<file path="config.mk">
export PLATFORM = sky130hd
export DESIGN_NAME = timer_mode_sequencer_flat
export DESIGN_NICKNAME = d
export VERILOG_FILES = /design/src/rtl/timer_mode_sequencer_if.sv /design/src/rtl/timer_mode_sequencer.sv /design/src/flat_wrapper.sv
export SDC_FILE = /design/constraint.sdc
export NUM_CORES = 1
export LEC_CHECK = 0
export CAP_MARGIN = 30
export CORE_MARGIN = 2
export CORE_UTILIZATION = 40
export CTS_BUF_LIST = sky130_fd_sc_hd__clkbuf_8
export DETAILED_ROUTE_END_ITERATION = 16
export PLACE_DENSITY = 0.69
export SKIP_LAST_GASP = 1
export SLEW_MARGIN = 20
export SYNTH_ARGS = -nofsm -noshare
export SYNTH_HDL_FRONTEND = slang
export SYNTH_SLANG_ARGS = --single-unit
</file>
<file path="constraint.sdc">
create_clock -name clk -period 2.7 [get_ports clk]
set_clock_uncertainty 0.05 [all_clocks]
set_input_delay 0.405 -clock clk [delete_from_list [all_inputs] [get_ports clk]]
set_output_delay 0.405 -clock clk [all_outputs]
set_load 0.03 [all_outputs]
</file>
<file path="src/rtl/timer_mode_sequencer_if.sv">
// Board-side signal bundle between the timer I/O and the mode sequencer.
// The master drives buttons, switches and datapath status; the slave drives strobes and the display controls.
interface timer_mode_sequencer_if;
  logic       set_btn;
  logic       start_btn;
  logic       tick;
  logic [3:0] sw_tens;
  logic [3:0] sw_ones;
  logic       count_zero;
  logic       load_sec;
  logic       load_min;
  logic [7:0] load_value;
  logic       run_en;
  logic       blank_sec;
  logic       blank_min;
  logic       alarm;
  logic [2:0] mode;

  modport master (
    output set_btn, start_btn, tick, sw_tens, sw_ones, count_zero,
    input  load_sec, load_min, load_value, run_en, blank_sec, blank_min, alarm, mode
  );

  modport slave (
    input  set_btn, start_btn, tick, sw_tens, sw_ones, count_zero,
    output load_sec, load_min, load_value, run_en, blank_sec, blank_min, alarm, mode
  );
endinterface

</file>
<file path="src/rtl/timer_mode_sequencer.sv">
// Mode FSM for the MM:SS countdown timer: button edge detect, switch clamping,
// digit-pair load strobes, run enable, edit-field blinking and a timed alarm.
module timer_mode_sequencer #(
  parameter int ALARM_TICKS  = 10,
  parameter int SEC_TENS_MAX = 5
) (
  input  logic                   clk,
  input  logic                   reset,
  timer_mode_sequencer_if.slave  bus
);

  typedef enum logic [2:0] {
    IDLE     = 3'd0,
    EDIT_SEC = 3'd1,
    EDIT_MIN = 3'd2,
    ARMED    = 3'd3,
    RUN      = 3'd4,
    PAUSE    = 3'd5,
    EXPIRED  = 3'd6
  } state_e;

  localparam logic [7:0] ALARM_MAX = 8'(ALARM_TICKS);
  localparam logic [3:0] TENS_MAX  = 4'(SEC_TENS_MAX);

  state_e     state, state_next;
  logic       set_q, start_q;
  logic       set_p, start_p;
  logic       blink_phase;
  logic       alarm_phase;
  logic [7:0] alarm_cnt;
  logic       changing;
  logic       alarm_done;

  assign set_p      = bus.set_btn & ~set_q;
  assign start_p    = bus.start_btn & ~start_q;
  assign changing   = (state_next != state);
  assign alarm_done = bus.tick && (alarm_cnt == ALARM_MAX - 8'd1);

  // NOTE: every state register is updated with <= so all flops sample the same pre-edge values.
  always_ff @(posedge clk) begin
    if (reset) begin
      state       <= IDLE;
      set_q       <= 1'b1;  // a button held through reset must not register as a press
      start_q     <= 1'b1;
      blink_phase <= 1'b0;
      alarm_phase <= 1'b0;
      alarm_cnt   <= 8'd0;
    end else begin
      state   <= state_next;
      set_q   <= bus.set_btn;
      start_q <= bus.start_btn;

      // Entry clears win over a coincident tick; ticks only count within a steady state.
      if (changing && (state_next == EDIT_SEC || state_next == EDIT_MIN))
        blink_phase <= 1'b0;
      else if (!changing && bus.tick && (state == EDIT_SEC || state == EDIT_MIN))
        blink_phase <= ~blink_phase;

      if (changing && state_next == EXPIRED) begin
        alarm_phase <= 1'b0;
        alarm_cnt   <= 8'd0;
      end else if (!changing && bus.tick && state == EXPIRED) begin
        alarm_phase <= ~alarm_phase;
        if (alarm_cnt != ALARM_MAX)
          alarm_cnt <= alarm_cnt + 8'd1;
      end
    end
  end

  // NOTE: state_next gets a default before the case so no path leaves it unassigned (no latch).
  always_comb begin
    state_next = state;
    unique case (state)
      IDLE:     if (set_p) state_next = EDIT_SEC;
      EDIT_SEC: if (set_p) state_next = EDIT_MIN;
      EDIT_MIN: if (set_p) state_next = ARMED;
      ARMED: begin
        if (set_p)                           state_next = EDIT_SEC;
        else if (start_p && !bus.count_zero) state_next = RUN;
      end
      RUN: begin
        if (bus.count_zero) state_next = EXPIRED;
        else if (start_p)   state_next = PAUSE;
      end
      PAUSE: begin
        if (set_p)        state_next = EDIT_SEC;
        else if (start_p) state_next = RUN;
      end
      EXPIRED:  if (alarm_done || set_p || start_p) state_next = IDLE;
      default:  state_next = IDLE;
    endcase
  end

  logic [3:0] ones_clamp, tens_clamp;

  always_comb begin
    ones_clamp = (bus.sw_ones > 4'd9) ? 4'd9 : bus.sw_ones;
    if (state == EDIT_SEC)
      tens_clamp = (bus.sw_tens > TENS_MAX) ? TENS_MAX : bus.sw_tens;
    else
      tens_clamp = (bus.sw_tens > 4'd9) ? 4'd9 : bus.sw_tens;
  end

  assign bus.load_value = {tens_clamp, ones_clamp};
  assign bus.load_sec   = (state == EDIT_SEC);
  assign bus.load_min   = (state == EDIT_MIN);
  assign bus.run_en     = (state == RUN);
  assign bus.blank_sec  = (state == EDIT_SEC) & blink_phase;
  assign bus.blank_min  = (state == EDIT_MIN) & blink_phase;
  assign bus.alarm      = (state == EXPIRED) & ~alarm_phase;
  assign bus.mode       = state;

endmodule

</file>
<file path="src/flat_wrapper.sv">
// flat-port wrapper written by rule: the top's interface ports become plain ports
module timer_mode_sequencer_flat 
#(
  parameter int ALARM_TICKS  = 10,
  parameter int SEC_TENS_MAX = 5
)
  (clk, reset, bus_set_btn, bus_start_btn, bus_tick, bus_sw_tens, bus_sw_ones, bus_count_zero, bus_load_sec, bus_load_min, bus_load_value, bus_run_en, bus_blank_sec, bus_blank_min, bus_alarm, bus_mode);
  timer_mode_sequencer_if bus_i ();
  input  logic clk;
  input  logic reset;
  input wire logic [$bits(bus_i.set_btn)-1:0] bus_set_btn;
  input wire logic [$bits(bus_i.start_btn)-1:0] bus_start_btn;
  input wire logic [$bits(bus_i.tick)-1:0] bus_tick;
  input wire logic [$bits(bus_i.sw_tens)-1:0] bus_sw_tens;
  input wire logic [$bits(bus_i.sw_ones)-1:0] bus_sw_ones;
  input wire logic [$bits(bus_i.count_zero)-1:0] bus_count_zero;
  output wire logic [$bits(bus_i.load_sec)-1:0] bus_load_sec;
  output wire logic [$bits(bus_i.load_min)-1:0] bus_load_min;
  output wire logic [$bits(bus_i.load_value)-1:0] bus_load_value;
  output wire logic [$bits(bus_i.run_en)-1:0] bus_run_en;
  output wire logic [$bits(bus_i.blank_sec)-1:0] bus_blank_sec;
  output wire logic [$bits(bus_i.blank_min)-1:0] bus_blank_min;
  output wire logic [$bits(bus_i.alarm)-1:0] bus_alarm;
  output wire logic [$bits(bus_i.mode)-1:0] bus_mode;
  assign bus_i.set_btn = bus_set_btn;
  assign bus_i.start_btn = bus_start_btn;
  assign bus_i.tick = bus_tick;
  assign bus_i.sw_tens = bus_sw_tens;
  assign bus_i.sw_ones = bus_sw_ones;
  assign bus_i.count_zero = bus_count_zero;
  assign bus_load_sec = bus_i.load_sec;
  assign bus_load_min = bus_i.load_min;
  assign bus_load_value = bus_i.load_value;
  assign bus_run_en = bus_i.run_en;
  assign bus_blank_sec = bus_i.blank_sec;
  assign bus_blank_min = bus_i.blank_min;
  assign bus_alarm = bus_i.alarm;
  assign bus_mode = bus_i.mode;
  timer_mode_sequencer #(.ALARM_TICKS(ALARM_TICKS), .SEC_TENS_MAX(SEC_TENS_MAX)) u_core (.clk(clk), .reset(reset), .bus(bus_i));
endmodule
</file>
==> flow_metrics.env <==
export IMPL_status="complete, no violations"
export IMPL_grt_use_total_pct=16.8
export IMPL_dieWidth_um=56.9
export IMPL_cts_made_buffers=3
export IMPL_power_frac_clock_pct=32.7
export IMPL_syn_to_final_growth_pct=32.1
export IMPL_antenna_left=0
export IMPL_grt_pass1_vias=1006
export IMPL_leakagePower_nw=0.508
export IMPL_post_dp_cell_area_sq_um=1430
export IMPL_port_buffers=30
export IMPL_start_util_pct=41.2
export IMPL_finalCoreUtilization_pct=54.5
export IMPL_diodes=0
export IMPL_path_clk_slew_ns=0.06
export IMPL_design_area_sq_um=1480
export IMPL_top_layer_used="met4"
export IMPL_crit_path_max_fanout=7
export IMPL_finalHoldViolations=0
export IMPL_wl_met2_um=1390
export IMPL_cp_slowest_stage_delay_ns=0.68
export IMPL_syn_area_sq_um=1120
export IMPL_cp_slowest_cell="clkdlybuf4s50_1"
export IMPL_switching_share_pct=27.5
export IMPL_finalSetupTns_ns=0
export IMPL_synthArstFlopShare_pct=0
export IMPL_antenna_found_initial=0
export IMPL_via_per_inst=5.61
export IMPL_hold_path_startpoint="u_core.alarm_phase"
export IMPL_max_vdd_ir_drop_uv=273
export IMPL_dr_pass1_iters=4
export IMPL_fp_dieH_um=56.9
export IMPL_routedWlPerCell_um=13.8
export IMPL_drt_met1_wl_um=1120
export IMPL_dieArea_sq_um=3230
export IMPL_max_slew_worst_pin_slew_ns=0.583
export IMPL_seqPwrFrac_pct=42.9
export IMPL_h_tree_depth=1
export IMPL_cts_tree="yes"
export IMPL_final_common_cell="clkdlybuf4s50_1"
export IMPL_avgSynthCellArea_sq_um=8.53
export IMPL_final_cell_mix="clkdlybuf4s50_1, nor2_1, dfxtp_1, nor2b_1, nand2_1"
export IMPL_dp_hpwl_um=2030
export IMPL_hold_path_class="flip-flop to flip-flop"
export IMPL_fin_ws_ns=0.153
export IMPL_start_kind="flip-flop"
export IMPL_cap_violations=0
export IMPL_ys_types=47
export IMPL_p_int_uw=390
export IMPL_pwr_share_comb_pct=24.4
export IMPL_crit_chain="nand2b_1 > nor2_1 > nor2_1 > o21bai_1 > clkdlybuf4s50_1"
export IMPL_syn_instance_count=131
export IMPL_cts_setup_buffers=0
export IMPL_core_sq_um=2710
export IMPL_ys_ff_latch=15
export IMPL_io_pins=31
export IMPL_setup_viol=0
export IMPL_worstPathArrival_ns=2.09
export IMPL_max_freq_ghz=0.393
export IMPL_clockRootBuffer="clkbuf_8"
export IMPL_synth_edf_count=0
export IMPL_fin_crit_ns=2.55
export IMPL_drive_above_1_share_pct=13.0
export IMPL_grt_max_degree=15
export IMPL_place_ws_ns=0.197
export IMPL_syn_nets=148
export IMPL_finalWirelength_um=2670
export IMPL_cp_end_kind="output pin"
export IMPL_maxSlewHeadroom_pct=61.0
export IMPL_crit_type="flip-flop to output pin"
export IMPL_wl_met3_um=127
export IMPL_fin_nets=180
export IMPL_globalplace_congestion=0.829
export IMPL_period_share_pct=94.3
export IMPL_cts_resized=0
export IMPL_num_rows=19
export IMPL_dr_total_vias=1083
export IMPL_grt_overflow=0
export IMPL_power_density_nw_per_um2=364
export IMPL_crit_path_start="u_core.bus.mode[1]"
export IMPL_path_common_cell="nor2_1"
export IMPL_grt_setup_unrepaired="no"
export IMPL_synth_seq_area_share_pct=26.9
export IMPL_cts_hold_buf=0
export IMPL_worstReg2RegStart="u_core.alarm_cnt[2]"
export IMPL_netSwitchingPower_uw=148
export IMPL_slew_violations=0
export IMPL_grt_pass1_wl_um=4350
export IMPL_yosys_warnings=0
export IMPL_drt_iter0_markers=23
export IMPL_ctsLongestPathBuffers=2
export IMPL_clock_latency_ns=0.24
export IMPL_required_ns=2.25
export IMPL_synth_flop_cell="dfxtp_1"
export IMPL_drc=0
export IMPL_cts_sinks=15
## per-layer routing
layer	GRT usage [%]	vias to the layer above
met5	0	-
met2	30.1	28
li1	-	531
met4	7.31	0
met1	19.2	517
met3	3.00	7
## worst max-delay path, delay by kind of cell, from the launching register on
family          cells  cell delay [ns]
buf+inv             1             0.68
simple gates        3             0.66
flops               1             0.36
compound gates      1             0.14
## power groups by stage
stage | logic, mW | clock network [mW] | registers [mW]
global route | 0.140 | 0.195 | 0.231
finish | 0.131 | 0.176 | 0.230
global placement | 0.128 | 0 | 0.235
floorplan | 0.0711 | 0 | 0.238
detailed placement | 0.130 | 0 | 0.235
CTS | 0.131 | 0.183 | 0.230
## logic make-up after synthesis
| family | after synthesis | share of synthesized area (%) |
|---|---|---|
| and+or+nand+nor | 72 | 40.2 |
| AOI/OAI and AO/OA | 25 | 17.8 |
| DFF | 15 | 26.9 |
| xor gates and xnor gates | 7 | 5.49 |
| buffers and inverters | 7 | 4.25 |
| adders and majority gates | 3 | 3.36 |
| muxes | 2 | 2.02 |
## through the flow
step           cells  total power, mW  hold slack, ns
2_1_floorplan    131            0.310           0.427
3_3_place_gp     189            0.364           0.450
3_5_place_dp     189            0.365           0.474
4_1_cts          193            0.545           0.485
5_1_grt          193            0.566           0.516
6_report         193            0.538           0.491
## flip-flops by register name, indices dropped and copies added (netlist names)
signal	cells
u_core.blink_phase	1
u_core.alarm_cnt	8
u_core.start_q	1
u_core.set_q	1
u_core.alarm_phase	1
u_core.bus.mode	3
## synthesized netlist by cell type (2+ instances only)
| cell type | instances | area [sq um] |
|---|---|---|
| o21ai_1 | 2 | 10.0 |
| nor3_1 | 4 | 20.0 |
| ha_1 | 3 | 37.5 |
| nor2b_1 | 10 | 62.6 |
| nand3_1 | 4 | 20.0 |
| nor3b_1 | 3 | 22.5 |
| or2_2 | 2 | 12.5 |
| or3_1 | 3 | 18.8 |
| mux2_2 | 2 | 22.5 |
| or2b_2 | 2 | 17.5 |
| inv_1 | 2 | 7.51 |
| nand2b_1 | 3 | 18.8 |
| nand4_1 | 2 | 12.5 |
| o21ai_0 | 4 | 20.0 |
| and2_1 | 2 | 12.5 |
| nor2_1 | 16 | 60.1 |
| nor4b_1 | 3 | 26.3 |
| nand2_1 | 8 | 30.0 |
| nor4_1 | 2 | 12.5 |
| a21oi_1 | 4 | 20.0 |
| xnor2_1 | 7 | 61.3 |
| o21bai_1 | 2 | 15.0 |
| a21o_1 | 2 | 15.0 |
| dfxtp_1 | 15 | 300 |
| a21oi_2 | 2 | 17.5 |
## worst paths after layout
path | cells after the start | slack (ns) | endpoint
min reg2reg | 2 | 0.49 | u_core.alarm_phase
max reg2reg | 6 | 0.61 | u_core.blink_phase
max | 5 | 0.15 | bus_load_value[4]
min | 2 | 0.49 | u_core.alarm_phase
## cell type report
| cell class | count | area (sq um) |
|---|---|---|
| Inverter | 2 | 7.51 |
| Multi-Input combinational cell | 109 | 769 |
| Fill cell | 262 | 1230 |
| Clock buffer | 3 | 41.3 |
| Tap cell | 31 | 38.8 |
| Sequential cell | 15 | 300 |
| Timing Repair Buffer | 32 | 315 |
| Clock inverter | 1 | 3.75 |
(Power assumes the default switching activity.)
==> variant 1 (same settings) <==
Reset style: asynchronous (`reset`), changed in one clocked block.
--- a/src/rtl/timer_mode_sequencer.sv
+++ b/src/rtl/timer_mode_sequencer.sv
@@ -37,7 +37,7 @@
   assign alarm_done = bus.tick && (alarm_cnt == ALARM_MAX - 8'd1);
 
   // NOTE: every state register is updated with <= so all flops sample the same pre-edge values.
-  always_ff @(posedge clk) begin
+  always_ff @(posedge clk or posedge reset) begin
     if (reset) begin
       state       <= IDLE;
       set_q       <= 1'b1;  // a button held through reset must not register as a press
Formal check against the unedited RTL: differs if reset is asserted again (counterexample within 4 cycles, from zero or initial values and one cycle with reset high); with reset held inactive, the same outputs for 10 cycles.
==> variant 1 against the original RTL <==
- setup slack better by 0.035 ns
- design area is 3.8% higher
- wire length is 4.8% higher
- highest routed layer unchanged
- largest cell class unchanged
- critical path type unchanged
- sequential cell count stayed put
- via count is 1.9% lower
- synthesized area is 1.7% higher
- die area is 1.6% higher
Power is not compared: it rests on default switching activity, and its combinational part moved more than twofold at a synthesized area within 25%.
==> variant 1: results (changes against the original RTL) <==
CTS Buf Count - 3 (unchanged)
DRT iter0 DRCs - 16 (-30%)
Hold Crit Endpoint - u_core.alarm_phase
Synthesized Nets - 146 (-1.4%)
hold_sp - u_core.alarm_phase
Lkg Pwr - 0.654 nW
asr flop ratio synth - 100% (+100 points)
I/O Buffers - 30 (unchanged)
# Post-CTS Setup Buffers - 0 (unchanged)
Clock Latency Late Sink - 0.26 ns (+0.02 ns)
yosys warns - 0 (unchanged)
DRT Pass-1 Iters - 4 (unchanged)
Unique masters post-synth - 44 (-6.4%)
post-DR wirelength/cell - 14.5 microns (+4.8%)
Worst-Margin Slew - 0.591 ns (+0.00800 ns)
R2R Setup Slk - 0.23 ns (-0.38 ns)
depth of the worst hold-timing path - 1 (-1)
ant diodes - 0 (unchanged)
post-CTS sizing - 0 (unchanged)
Max stage delay on crit path - 0.72 ns (+0.04 ns)
vias per inst - 5.50 (-1.9%)
# nets final - 180 (unchanged)
first-pass GRT wire length - 4720 microns (+8.6%)
CP Max Fanout - 7 (unchanged)
largest vdd supply drop - 0.424 mV
total global routing track utilization - 18.3% (+1.6 points)
sequential share of the synthesized area - 33.3% (+6.4 points)
Crit-path slowest cell - clkdlybuf4s50_1
post-DP HPWL - 2210 microns (+9.0%)
Data arrival, critical path - 2.06 ns (-0.03 ns)
RR Endpoint - u_core.alarm_cnt[2]
HP Class - reg2reg
number of flip-flops under the largest register name - 8 (unchanged)
status - finished clean
RR Startpoint - u_core.alarm_cnt[4]
Root Buffer - clkbuf_8
Worst-path clk slew - 0.08 ns (+0.02 ns)
share of cells above drive strength 1 - 10.5% (-2.5 points)
number of global-route vias before repair - 1038 (+3.2%)
Area contributors post-synth - dfrtp_1 (29%), mux2i_1 (7.0%), nand2b_1 (5.5%)
largest net degree at the start of global routing - 16 (+1)
Final Wtd Congestion - 0.876 (+5.6%)
R2R cell count - 6 (unchanged)
commonest cells in the netlist - dfrtp_1 (13), nand2_1 (10), nand2b_1 (10), mux2i_1 (8), nor2_1 (7)
Top reg by flops - u_core.alarm_cnt
DRT antenna net count - 0 (unchanged)
Post-DP Area - 1480 sq um (+3.5%)
initial antenna violation count - 0 (unchanged)
==> variant 1: layout make-up <==
type | instances | area, sq um
clock buffer | 3 | 41.3
clock inverter | 1 | 7.51
fill | 266 | 1200
inverter | 6 | 22.5
multi-input combinational | 104 | 722
sequential | 15 | 378
tap | 31 | 38.8
timing repair buffer | 33 | 323
==> variant 1: per-stage QoR <==
stage | instances | setup slack, ns | hold WS [ns]
2_1_floorplan | 129 | 0.156 | 0.255
3_3_place_gp | 189 | 0.200 | 0.415
3_5_place_dp | 189 | 0.140 | 0.425
4_1_cts | 193 | 0.0630 | 0.437
5_1_grt | 193 | 0.0860 | 0.449
6_report | 193 | 0.188 | 0.428
==> variant 1: kinds of logic (layout without fill, tap and decap cells) <==
kind of cell             Yosys count  in the layout  synth area share (%)
flip-flops                        15             15                  33.3
AND/OR/NAND/NOR                   62             62                  31.6
AO/OA/AOI/OAI                     27             27                  17.3
XOR/XNOR                           1              1                 0.771
multiplexers                      11             11                  10.4
adder cells (fa/ha/maj)            3              3                  3.30
buffers and inverters             10             43                  3.41
==> variant 1: how the worst max path moves through the flow <==
stage	startpoint	to	depth (start not counted)
6_report	u_core.bus.mode[1]	bus_load_value[4]	5
5_1_grt	u_core.bus.mode[1]	bus_load_value[4]	5
4_1_cts	u_core.bus.mode[1]	bus_load_value[4]	5
3_5_place_dp	bus_set_btn	u_core.alarm_cnt[2]	7
3_3_place_gp	bus_set_btn	u_core.alarm_cnt[5]	7
2_1_floorplan	u_core.bus.mode[1]	bus_load_value[4]	5
==> variant 1: critical path: cells and delay by family (launching register included) <==
| family | cells | cell delay [ns] |
|---|---|---|
| and+or+nand+nor | 3 | 0.51 |
| AOI/OAI and AO/OA | 1 | 0.19 |
| buffers and inverters | 1 | 0.72 |
| DFF | 1 | 0.38 |
==> variant 1: layer usage <==
layer,GRT usage [%],vias to the layer above,wire length [microns]
li1,-,530,-
met2,31.5,30,1420
met5,0,-,0
met4,6.64,0,30
met3,3.85,5,120
met1,22.6,497,1230
==> variant 1: power groups by stage <==
stage / Combinational [W] / Clock (W) / Sequential (W)
floorplan: 0.000340 / 0 / 0.000322
global placement: 0.000581 / 0 / 0.000294
detailed placement: 0.000587 / 0 / 0.000294
CTS: 0.000588 / 0.000201 / 0.000291
global route: 0.000629 / 0.000202 / 0.000297
finish: 0.000585 / 0.000198 / 0.000292
==> variant 2 (config.mk and constraints unchanged) <==
Made on the original files. `ALARM_TICKS` is set to 10 in 2 places; all go to 9.
--- a/src/rtl/timer_mode_sequencer.sv
+++ b/src/rtl/timer_mode_sequencer.sv
@@ -1,7 +1,7 @@
 // Mode FSM for the MM:SS countdown timer: button edge detect, switch clamping,
 // digit-pair load strobes, run enable, edit-field blinking and a timed alarm.
 module timer_mode_sequencer #(
-  parameter int ALARM_TICKS  = 10,
+  parameter int ALARM_TICKS  = 9,
   parameter int SEC_TENS_MAX = 5
 ) (
   input  logic                   clk,
--- a/src/flat_wrapper.sv
+++ b/src/flat_wrapper.sv
@@ -1,7 +1,7 @@
 // flat-port wrapper written by rule: the top's interface ports become plain ports
 module timer_mode_sequencer_flat 
 #(
-  parameter int ALARM_TICKS  = 10,
+  parameter int ALARM_TICKS  = 9,
   parameter int SEC_TENS_MAX = 5
 )
   (clk, reset, bus_set_btn, bus_start_btn, bus_tick, bus_sw_tens, bus_sw_ones, bus_count_zero, bus_load_sec, bus_load_min, bus_load_value, bus_run_en, bus_blank_sec, bus_blank_min, bus_alarm, bus_mode);
Check against the original RTL: same outputs for any inputs over 10 cycles, from zero or initial values and one cycle with reset high; that may be too few to reach the edited logic, so the function may still have changed.
==> variant 2 against the original RTL <==
- setup slack improved by 0.053 ns
- total power increased by 1.8%
- combinational power decreased by 3%
- sequential cell count unchanged
- sequential share of layout area decreased by 0.19 points
- synthesized area decreased by 1.1%
- synthesized cell count increased by 6.1%
- wire length decreased by 2.0%
- design area increased by 0.93%
- largest cell class unchanged
- highest routed layer unchanged
==> variant 2: results (changes against the original RTL) <==
status - finished clean
Compound-Gate Fraction of Synth Area - 17.0% (-0.82 points)
post-DR wirelength/cell - 12.9 microns (-6.8%)
Met1 Wirelength - 1140 microns (+1.6%)
R2R Setup Slk - 0.41 ns (-0.20 ns)
number of global-route vias before repair - 1050 (+4.4%)
XOR/XNOR Fraction of Synth Area - 5.55% (+0.062 points)
internal power - 0.000390 W (about the same)
metal3 WL - 156 microns (+23%)
Area contributors post-synth - dfxtp_1 (27%), xnor2_1 (5.5%), nor2_1 (5.1%)
first-pass GRT wire length - 4570 microns (+5.2%)
Worst-Margin Slew - 0.405 ns (-0.178 ns)
fill cell count - 255 (-2.7%)
worst hold margin - 0.466 ns (-0.0244 ns)
Unique masters post-synth - 48 (+2.1%)
grt met3 use - 5.30% (+2.3 points)
largest net degree at the start of global routing - 11 (-4)
mux cell area share after synthesis - 1.93% (-0.090 points)
Synthesized Nets - 156 (+5.4%)
sequential share of the synthesized area - 27.2% (+0.30 points)
Final Wtd Congestion - 0.836 (+0.86%)
met1 Use GR - 22.2% (+3.0 points)
Post-DP Area - 1440 sq um (+0.70%)
R2R cell count - 7 (+1)
DRT iter0 DRCs - 40 (+74%)
vias per inst - 5.54 (-1.2%)
commonest cells in the netlist - dfxtp_1 (15), nor2_1 (15), a21oi_1 (9), nor3_1 (9), xnor2_1 (7)
# nets final - 190 (+5.6%)
adder-cell share of the synthesized area - 3.40% (+0.038 points)
total global routing track utilization - 17.7% (+0.96 points)
[variant 2: through the flow]
step,worst slack [ns],instances,utilization (%),power [W]
2_1_floorplan,0.117,139,-,0.000306
3_3_place_gp,0.126,199,53.7,0.000362
3_5_place_dp,0.0883,199,53.7,0.000363
4_1_cts,0.108,203,55.4,0.000553
5_1_grt,0.0819,203,55.5,0.000573
6_report,0.206,203,55.5,0.000548
[variant 2: how the worst max path moves through the flow]
stage / slack [ns] / to / startpoint
2_1_floorplan: 0.12 / u_core.blink_phase / u_core.bus.mode[2]
3_3_place_gp: 0.13 / u_core.alarm_cnt[6] / bus_count_zero
3_5_place_dp: 0.09 / u_core.alarm_cnt[6] / bus_start_btn
4_1_cts: 0.11 / bus_load_value[4] / u_core.bus.mode[1]
5_1_grt: 0.08 / bus_load_value[4] / u_core.bus.mode[1]
6_report: 0.21 / bus_load_value[4] / u_core.bus.mode[1]
[variant 2: cell type report]
type | count | area share, %
clock buffers | 3 | 2.77
clock inverters | 1 | 0.336
inverters | 6 | 1.51
multi-input cells | 111 | 49.5
flip-flops and latches | 15 | 20.2
well taps | 31 | 2.60
repair buffers | 36 | 23.2
[variant 2: cells by family after synthesis]
logic type               Yosys count
AND/OR/NAND/NOR                   71
adder cells (fa/ha/maj)            3
buffers and inverters             13
flip-flops                        15
multiplexers                       2
AO/OA/AOI/OAI                     28
XOR/XNOR                           7
[variant 2: power by group through the flow]
stage / combinational (W) / clock (W) / sequential [W]
after floorplan: 0.0000677 / 0 / 0.000238
after global placement: 0.000125 / 0 / 0.000236
after detailed placement: 0.000127 / 0 / 0.000237
after CTS: 0.000127 / 0.000194 / 0.000231
after global routing: 0.000137 / 0.000204 / 0.000232
final: 0.000127 / 0.000188 / 0.000232
